**src/rtl/clk_div_ctrl.sv**
```systemverilog
// Even-ratio clock divider controller: glitch-free ratio reconfiguration and run/stop sequencing.
// Optional pulse counter output pcnt is built when CLK_DIV_CTRL_PCNT_EN is defined.
module clk_div_ctrl #(
    parameter int CNT_W    = 8,
    parameter int DEF_HALF = 4
) (
    input  logic             clk_in,
    input  logic             rst,
    input  logic             run_en,
    input  logic             cfg_valid,
    input  logic [CNT_W-1:0] cfg_half,
    output logic             cfg_ready,
    output logic             cfg_err,
    output logic             clk_out,
    output logic             tick_rise,
    output logic             busy,
`ifdef CLK_DIV_CTRL_PCNT_EN
    output logic [15:0]      pcnt,
`endif
    output logic [1:0]       dbg_state
);

    typedef enum logic [1:0] {
        IDLE = 2'd0,
        RUN  = 2'd1,
        STOP = 2'd2
    } state_t;

    localparam logic [CNT_W-1:0] ONE       = CNT_W'(1);
    localparam logic [CNT_W-1:0] DEF_HALF_V = CNT_W'(DEF_HALF);

    state_t           state_q, state_d;
    logic [CNT_W-1:0] cnt_q, cnt_d;
    logic [CNT_W-1:0] half_q, half_d;
    logic [CNT_W-1:0] pend_half_q, pend_half_d;
    logic             pend_q, pend_d;
    logic             clk_q, clk_d;
    logic             err_q, err_d;
    logic             tick_q, tick_d;
`ifdef CLK_DIV_CTRL_PCNT_EN
    logic [15:0]      pcnt_q, pcnt_d;
`endif

    logic accept;
    logic at_term;
    logic fall;
    logic rise;
    logic apply;

    // Config handshake: a transfer happens on an edge where cfg_valid & cfg_ready;
    // cfg_ready is low exactly while an accepted ratio waits for its apply point.
    always_comb begin
        accept  = cfg_valid & ~pend_q;
        at_term = (cnt_q == half_q - ONE);
        fall    = (state_q != IDLE) & at_term & clk_q;
        rise    = (state_q == RUN) & run_en & at_term & ~clk_q;
        apply   = pend_q & ((state_q == IDLE) | fall);
    end

    always_comb begin
        state_d     = state_q;
        cnt_d       = cnt_q;
        clk_d       = clk_q;
        half_d      = half_q;
        pend_half_d = pend_half_q;
        pend_d      = pend_q;
        err_d       = 1'b0;
        tick_d      = rise;

        case (state_q)
            IDLE: begin
                cnt_d = '0;
                clk_d = 1'b0;
                if (run_en) state_d = RUN;
            end
            RUN: begin
                if (!run_en && !clk_q) begin
                    // Truncating a low phase is safe; no rise is allowed to escape here.
                    state_d = IDLE;
                    cnt_d   = '0;
                    clk_d   = 1'b0;
                end else begin
                    if (at_term) begin
                        cnt_d = '0;
                        clk_d = ~clk_q;
                    end else begin
                        cnt_d = cnt_q + ONE;
                    end
                    if (!run_en) state_d = fall ? IDLE : STOP;
                end
            end
            STOP: begin
                if (at_term) begin
                    cnt_d = '0;
                    clk_d = ~clk_q;
                end else begin
                    cnt_d = cnt_q + ONE;
                end
                if (fall) state_d = IDLE;
            end
            default: begin
                state_d = IDLE;
                cnt_d   = '0;
                clk_d   = 1'b0;
            end
        endcase

        if (accept) begin
            if (cfg_half != '0) begin
                pend_half_d = cfg_half;
                pend_d      = 1'b1;
            end else begin
                err_d = 1'b1;
            end
        end

        // A config accepted on this edge has pend_q=0, so it can only apply at a later boundary.
        if (apply) begin
            half_d = pend_half_q;
            pend_d = 1'b0;
        end
    end

`ifdef CLK_DIV_CTRL_PCNT_EN
    always_comb begin
        pcnt_d = pcnt_q;
        if (apply) begin
            pcnt_d = '0;
        end else if (fall) begin
            pcnt_d = pcnt_q + 16'd1;
        end
    end

    always_ff @(posedge clk_in) begin
        if (rst) begin
            pcnt_q <= '0;
        end else begin
            pcnt_q <= pcnt_d;
        end
    end

    assign pcnt = pcnt_q;
`endif

    always_ff @(posedge clk_in) begin
        if (rst) begin
            state_q     <= IDLE;
            cnt_q       <= '0;
            half_q      <= DEF_HALF_V;
            pend_half_q <= '0;
            pend_q      <= 1'b0;
            clk_q       <= 1'b0;
            err_q       <= 1'b0;
            tick_q      <= 1'b0;
        end else begin
            state_q     <= state_d;
            cnt_q       <= cnt_d;
            half_q      <= half_d;
            pend_half_q <= pend_half_d;
            pend_q      <= pend_d;
            clk_q       <= clk_d;
            err_q       <= err_d;
            tick_q      <= tick_d;
        end
    end

    assign cfg_ready = ~pend_q;
    assign cfg_err   = err_q;
    assign clk_out   = clk_q;
    assign tick_rise = tick_q;
    assign busy      = (state_q != IDLE);
    assign dbg_state = state_q;

endmodule

```
**config.mk**
```make
export PLATFORM = sky130hd
export DESIGN_NAME = clk_div_ctrl
export DESIGN_NICKNAME = d
export VERILOG_FILES = /design/src/rtl/clk_div_ctrl.sv
export SDC_FILE = /design/constraint.sdc
export NUM_CORES = 1
export LEC_CHECK = 0
export ABC_AREA = 0
export BUFFER_PORTS_ARGS = -buffer_cell sky130_fd_sc_hd__buf_2
export CORE_MARGIN = 5
export CORE_UTILIZATION = 39
export DETAILED_ROUTE_END_ITERATION = 7
export RECOVER_POWER = 100
export SLEW_MARGIN = 20
export SYNTH_ARGS = -nofsm -noshare
export SYNTH_HDL_FRONTEND = slang
export SYNTH_SLANG_ARGS = --single-unit
export TNS_END_PERCENT = 50
```
**constraint.sdc**
```tcl
create_clock -name clk_in -period 5.2 [get_ports clk_in]
set_input_delay 0.26 -clock clk_in [delete_from_list [all_inputs] [get_ports clk_in]]
set_output_delay 0.26 -clock clk_in [all_outputs]
set_load 0.005 [all_outputs]
```
=== Word-level counts from Yosys, hierarchy flattened ===
Index checks and enable logic that the tools add are counted.

* Register bits after elaboration: 30
* Output and inout bits: 7
* Bits in latches: 0
* Memory bits (writable): 0
* Word-level logic and storage cells: 50
* Input bits: 12
* Memories: 0
* Memory bits (read-only): 0

* Bitwise gates (word level): 11
* Magnitude comparators: 0
* Multipliers: 0
* Shift-type cells: 0
* Equality and inequality tests: 6
* Div/mod/pow operators: 0
* Muxes and demuxes: 13
* $add $sub $neg: 2
* Reduce and logical (&&, ||, !) cells: 10

{| class="wikitable"
|+ Operators with widths
! operator !! number
|-
| two-way mux 8 bit || 2
|-
| one-hot mux 8 bit (2 select lines) || 1
|-
| two-way mux 2 bit || 5
|-
| adder 8 x 1 -> 8 bit, second input constant || 1
|-
| equality test 8 bit || 1
|-
| nonzero test 8 bit || 1
|-
| subtractor 8 x 1 -> 8 bit, second input constant || 1
|-
| AND 1 bit || 7
|-
| one-hot mux 2 bit (3 select lines) || 1
|-
| != test 2 bit, second input constant || 2
|-
| OR reduction 2 bit || 2
|-
| two-way mux 1 bit || 3
|-
| != test 3 x 2 -> 1 bit, second input constant || 1
|-
| inverter 1 bit || 3
|-
| AND reduction 3 bit || 1
|-
| equality test 2 x 1 -> 1 bit, second input constant || 1
|-
| equality test 2 bit, second input constant || 1
|-
| zero test 1 bit || 2
|-
| zero test 2 bit || 1
|-
| one-hot mux 1 bit (2 select lines) || 1
|-
| AND reduction 2 bit || 1
|-
| nonzero test 2 bit || 1
|-
| logical AND 1 bit || 1
|-
| OR 1 bit || 1
|}

=== Longest topological paths before layout ===
* Depth in word-level cells: 8
* Mapped depth: 9

=== Worst setup path after synthesis ===
No wires, ideal clock.

* Path type: reg2reg
* From: reg half_q[2]
* To: reg half_q[0]
* Data required time: 5.068 ns
* Clock period less this slack: 2.121 ns
* Path buffers: 1
* Arrival time: 1.990 ns
* Stages on the path, launching flop included: 8
* Library setup time: 0.132 ns
* Slack: 3.079 ns
* Path through: dfxtp_1 > buf_6 > or4_4 > nor4_4 > a311oi_2 > a211oi_4 > a31oi_4 > mux2i_1

* Longest elaborated chain between the ends: 6

{| class="wikitable"
|+ RTL lines
! item !! line !! RTL
|-
| from (decl) || 34 || <nowiki>logic [CNT_W-1:0] half_q, half_d;</nowiki>
|-
| from (signal assigned) || 158 || <nowiki>half_q <= half_d;</nowiki>
|-
| subtractor 8 x 1 -> 8 bit || 54 || <nowiki>at_term = (cnt_q == half_q - ONE);</nowiki>
|-
| equality test 8 bit || 54 ||
|-
| AND 1 bit (2 in a row) || 55 || <nowiki>fall = (state_q != IDLE) & at_term & clk_q;</nowiki>
|-
| OR 1 bit || 57 || <nowiki>apply = pend_q & ((state_q == IDLE) | fall);</nowiki>
|-
| AND 1 bit || 57 ||
|}

Every way passes these cells.
A chain may end at the register's enable or synchronous reset.

=== Worst setup path after layout ===
* From: reg half_q[0]
* To: reg half_q[2]

Same word-level chain as after synthesis.

==> impl_metrics.csv <==
group,metric,value,unit
timing,slew_headroom,0.285,
clock_network,insertion_delay,0.28,ns
detailed_routing,first_pass_iters,4,
timing,tns,0,ns
clock_network,ctsHoldBuffers,0,
floorplan,chipHeight,74.1,um
setup_path,start_kind,"flop",
global_route,grt-ovfl-total,0,
placement,place_ws,2.85,ns
layout,final_cells,242,
yosys,synthFlopType,"dfxtp_1",
layout,final_layout_size_suffix_gt1_frac,0.130,
layout,nets,209,
yosys,synth_cell_types,39,
global_route,met3_usage,0.0595,
global_route,grt_use_met2,0.216,
setup_path,critPathArrivalTime,3.12,ns
yosys,syn_area,0.00160,mm2
yosys,synth_edf_count,0,
detailed_routing,drt-total-wl,3130,um
timing,setup_violations,0,
global_route,grt.total_usage,0.133,
clock_network,cts_buffer_depth,2,
timing,skew,0.00514,ns
yosys,synth_seq_area_share,0.375,
power_and_ir_drop,ir_drop,0.000163,V
run_status,status,"complete, no violations",
timing,slew_violations,0,
placement,dp.cells,235,
detailed_routing,via_per_inst,5.13,
floorplan,die_area,0.00549,mm2
clock_network,cts_buffers,5,
clock_network,cts_resized,0,
placement,place_congestion,0.867,
setup_path,r2r_setup_slack,2.21,ns
detailed_routing,ant_nets,0,
yosys,synth.top_cell.area_share,0.375,
setup_path,cp_max_fo,8,
global_route,busiest_layer,"met2",
yosys,synthArstFlopShare,0,
detailed_routing,wl_per_cell,12.9,um
power_and_ir_drop,p_per_area,268,mW/mm2
hold_path,hp-start,"cfg_half[7]",
hold_path,holdPathEnd,"pend_half_q[7]",
clock_network,cts_num_sinks,30,
hold_path,holdPathStages,3,
placement,hpwlAfterDp,2360,um
yosys,synth_fp_nets,192,
setup_path,critPathCaptureType,"flop",
floorplan,ios,19,
global_route,grt_pass1_wl,5550,um
setup_path,crit_required,5.33,ns
layout,nFillCells,396,
floorplan,die_w,74.1,um
setup_path,rr_worst_depth,6,
yosys,yosys.area.top_type,"dfxtp_1",
global_route,grt_pass1_vias,1243,
global_route,antenna_found_initial,0,
yosys,synth_area_per_cell,9.15,um2
timing,setup_ws,2.21,ns
timing,hold_viol,0,
clock_network,post_cts_buffers,0,
detailed_routing,drc_errors,0,
layout,diodes,0,
job,maxCapViolations,0,
timing,rsz0062_at_grt,"no",
hold_path,min_path_type,"in2reg",
yosys,ys_seq_elements,30,
detailed_routing,vias,1242,
yosys,synth_cells,175,
layout,syn_to_final_growth,9.38,%
yosys,synthTopCellsByArea,"dfxtp_1 (38%), mux2i_1 (9.4%), nand2b_1 (5.9%)",
power_and_ir_drop,leakage,0.000683,uW
floorplan,start_util,0.400,
clock_network,htreeDepth,2,
clock_network,root_buffer,"clkbuf_8",
global_route,grt_use_met1,0.158,
timing,worstMarginPinSlew,1.07,ns
timing,fmax,334,MHz
clock_network,cts_tree,"done",
setup_path,critPathKind,"reg2reg",
power_and_ir_drop,finalPower,469,uW
layout,stdcell_area,0.00175,mm2
floorplan,core,0.00400,mm2
setup_path,r2r-start,"half_q[0]",
global_route,grt_max_degree,31,
timing,final.period_utilization,0.575,
placement,dpl_cell_area,0.00171,mm2
placement,port_buffers,18,
setup_path,regToRegEndpoint,"half_q[2]",
yosys,yosysWarningCount,0,
floorplan,num_rows,23,
detailed_routing,drt_iter0_drc,26,
clock_network,clkTransAtPathRegs,0.06,ns
timing,fin_crit,2.99,ns
## cells by family (layout without fill, tap and decap cells)
| family | after synthesis | in the layout | share of synthesized area |
|---|---|---|---|
| compound gates | 24 | 24 | 0.120 |
| xor+xnor | 15 | 15 | 0.0820 |
| fa+ha+maj | 5 | 5 | 0.0391 |
| buf+inv | 16 | 33 | 0.0445 |
| flops | 30 | 30 | 0.375 |
| mux | 15 | 15 | 0.0937 |
| simple gates | 70 | 70 | 0.245 |
## registers in the layout, indices dropped and copies added, names as in the netlist
name and cells:
cnt_q 8, cfg_err 1, tick_rise 1, half_q 8
clk_out 1, dbg_state 2, pend_q 1, pend_half_q 8
## report_power, final
group	switching (uW)	leakage [uW]	total, uW	internal [uW]
sequential	7.45	0.000244	245	237
clock	85.2	0.0000438	175	89.5
combinational	26.0	0.000395	49.8	23.8
## synthesized netlist by cell type (3+ instances only)
cell type / count
a21oi_1: 7
and3_1: 3
buf_2: 3
clkbuf_1: 4
dfxtp_1: 30
ha_1: 5
inv_1: 8
mux2i_1: 15
nand2_1: 7
nand2b_1: 15
nand3_1: 3
nor2_1: 25
nor4_1: 3
o21ai_0: 3
xnor2_1: 10
xor2_1: 5
## per-stage QoR
step                       util  hold slack [ns]
after detailed placement  0.428            0.472
after global routing      0.438            0.237
after floorplan               -            0.407
after CTS                 0.448            0.224
final                     0.438            0.231
after global placement    0.428            0.459
## layout make-up
class	count	area, um2	share of cell area
Multi-Input combinational cell	129	896	0.511
Sequential cell	30	601	0.343
Timing Repair Buffer	18	83.8	0.0479
Clock buffer	5	68.8	0.0393
Tap cell	50	62.6	0.0357
Inverter	8	30.0	0.0171
Clock inverter	2	10.0	0.00571
## cell usage in the layout, fill, tap and decap left out, types with 7 or more instances in the layout
master / netlist / layout
mux2i_1: 15 / 15
buf_2: 3 / 13
nand2_1: 7 / 7
a21oi_1: 7 / 7
xnor2_1: 10 / 10
nand2b_1: 15 / 15
inv_1: 8 / 8
nor2_1: 25 / 25
dfxtp_1: 30 / 30
## worst max-delay path: stages, from the launching register on
cell,delay [ns]
dfxtp_1,0.36
or4_4,0.59
nor4_4,0.27
a311oi_2,0.06
a211oi_1,0.78
a31oi_1,0.55
mux2i_1,0.23
## worst max path at each step
| stage | startpoint | endpoint | slack [ns] | cells after the start |
|---|---|---|---|---|
| 6_report | half_q[0] | half_q[2] | 2.21 | 6 |
| 5_1_grt | half_q[0] | half_q[0] | 1.87 | 8 |
| 4_1_cts | half_q[0] | cnt_q[3] | 2.83 | 8 |
| 3_5_place_dp | half_q[0] | cnt_q[3] | 2.85 | 8 |
| 3_3_place_gp | half_q[0] | half_q[0] | 2.94 | 6 |
| 2_1_floorplan | half_q[2] | half_q[0] | 3.08 | 7 |
## metal layers
layer  part of all wire  wire [um]
met1               0.46       1450
met2               0.47       1490
met3              0.049        153
met4              0.014         45
met5                  0          0
No activity file was read; power rests on OpenSTA's default activity.
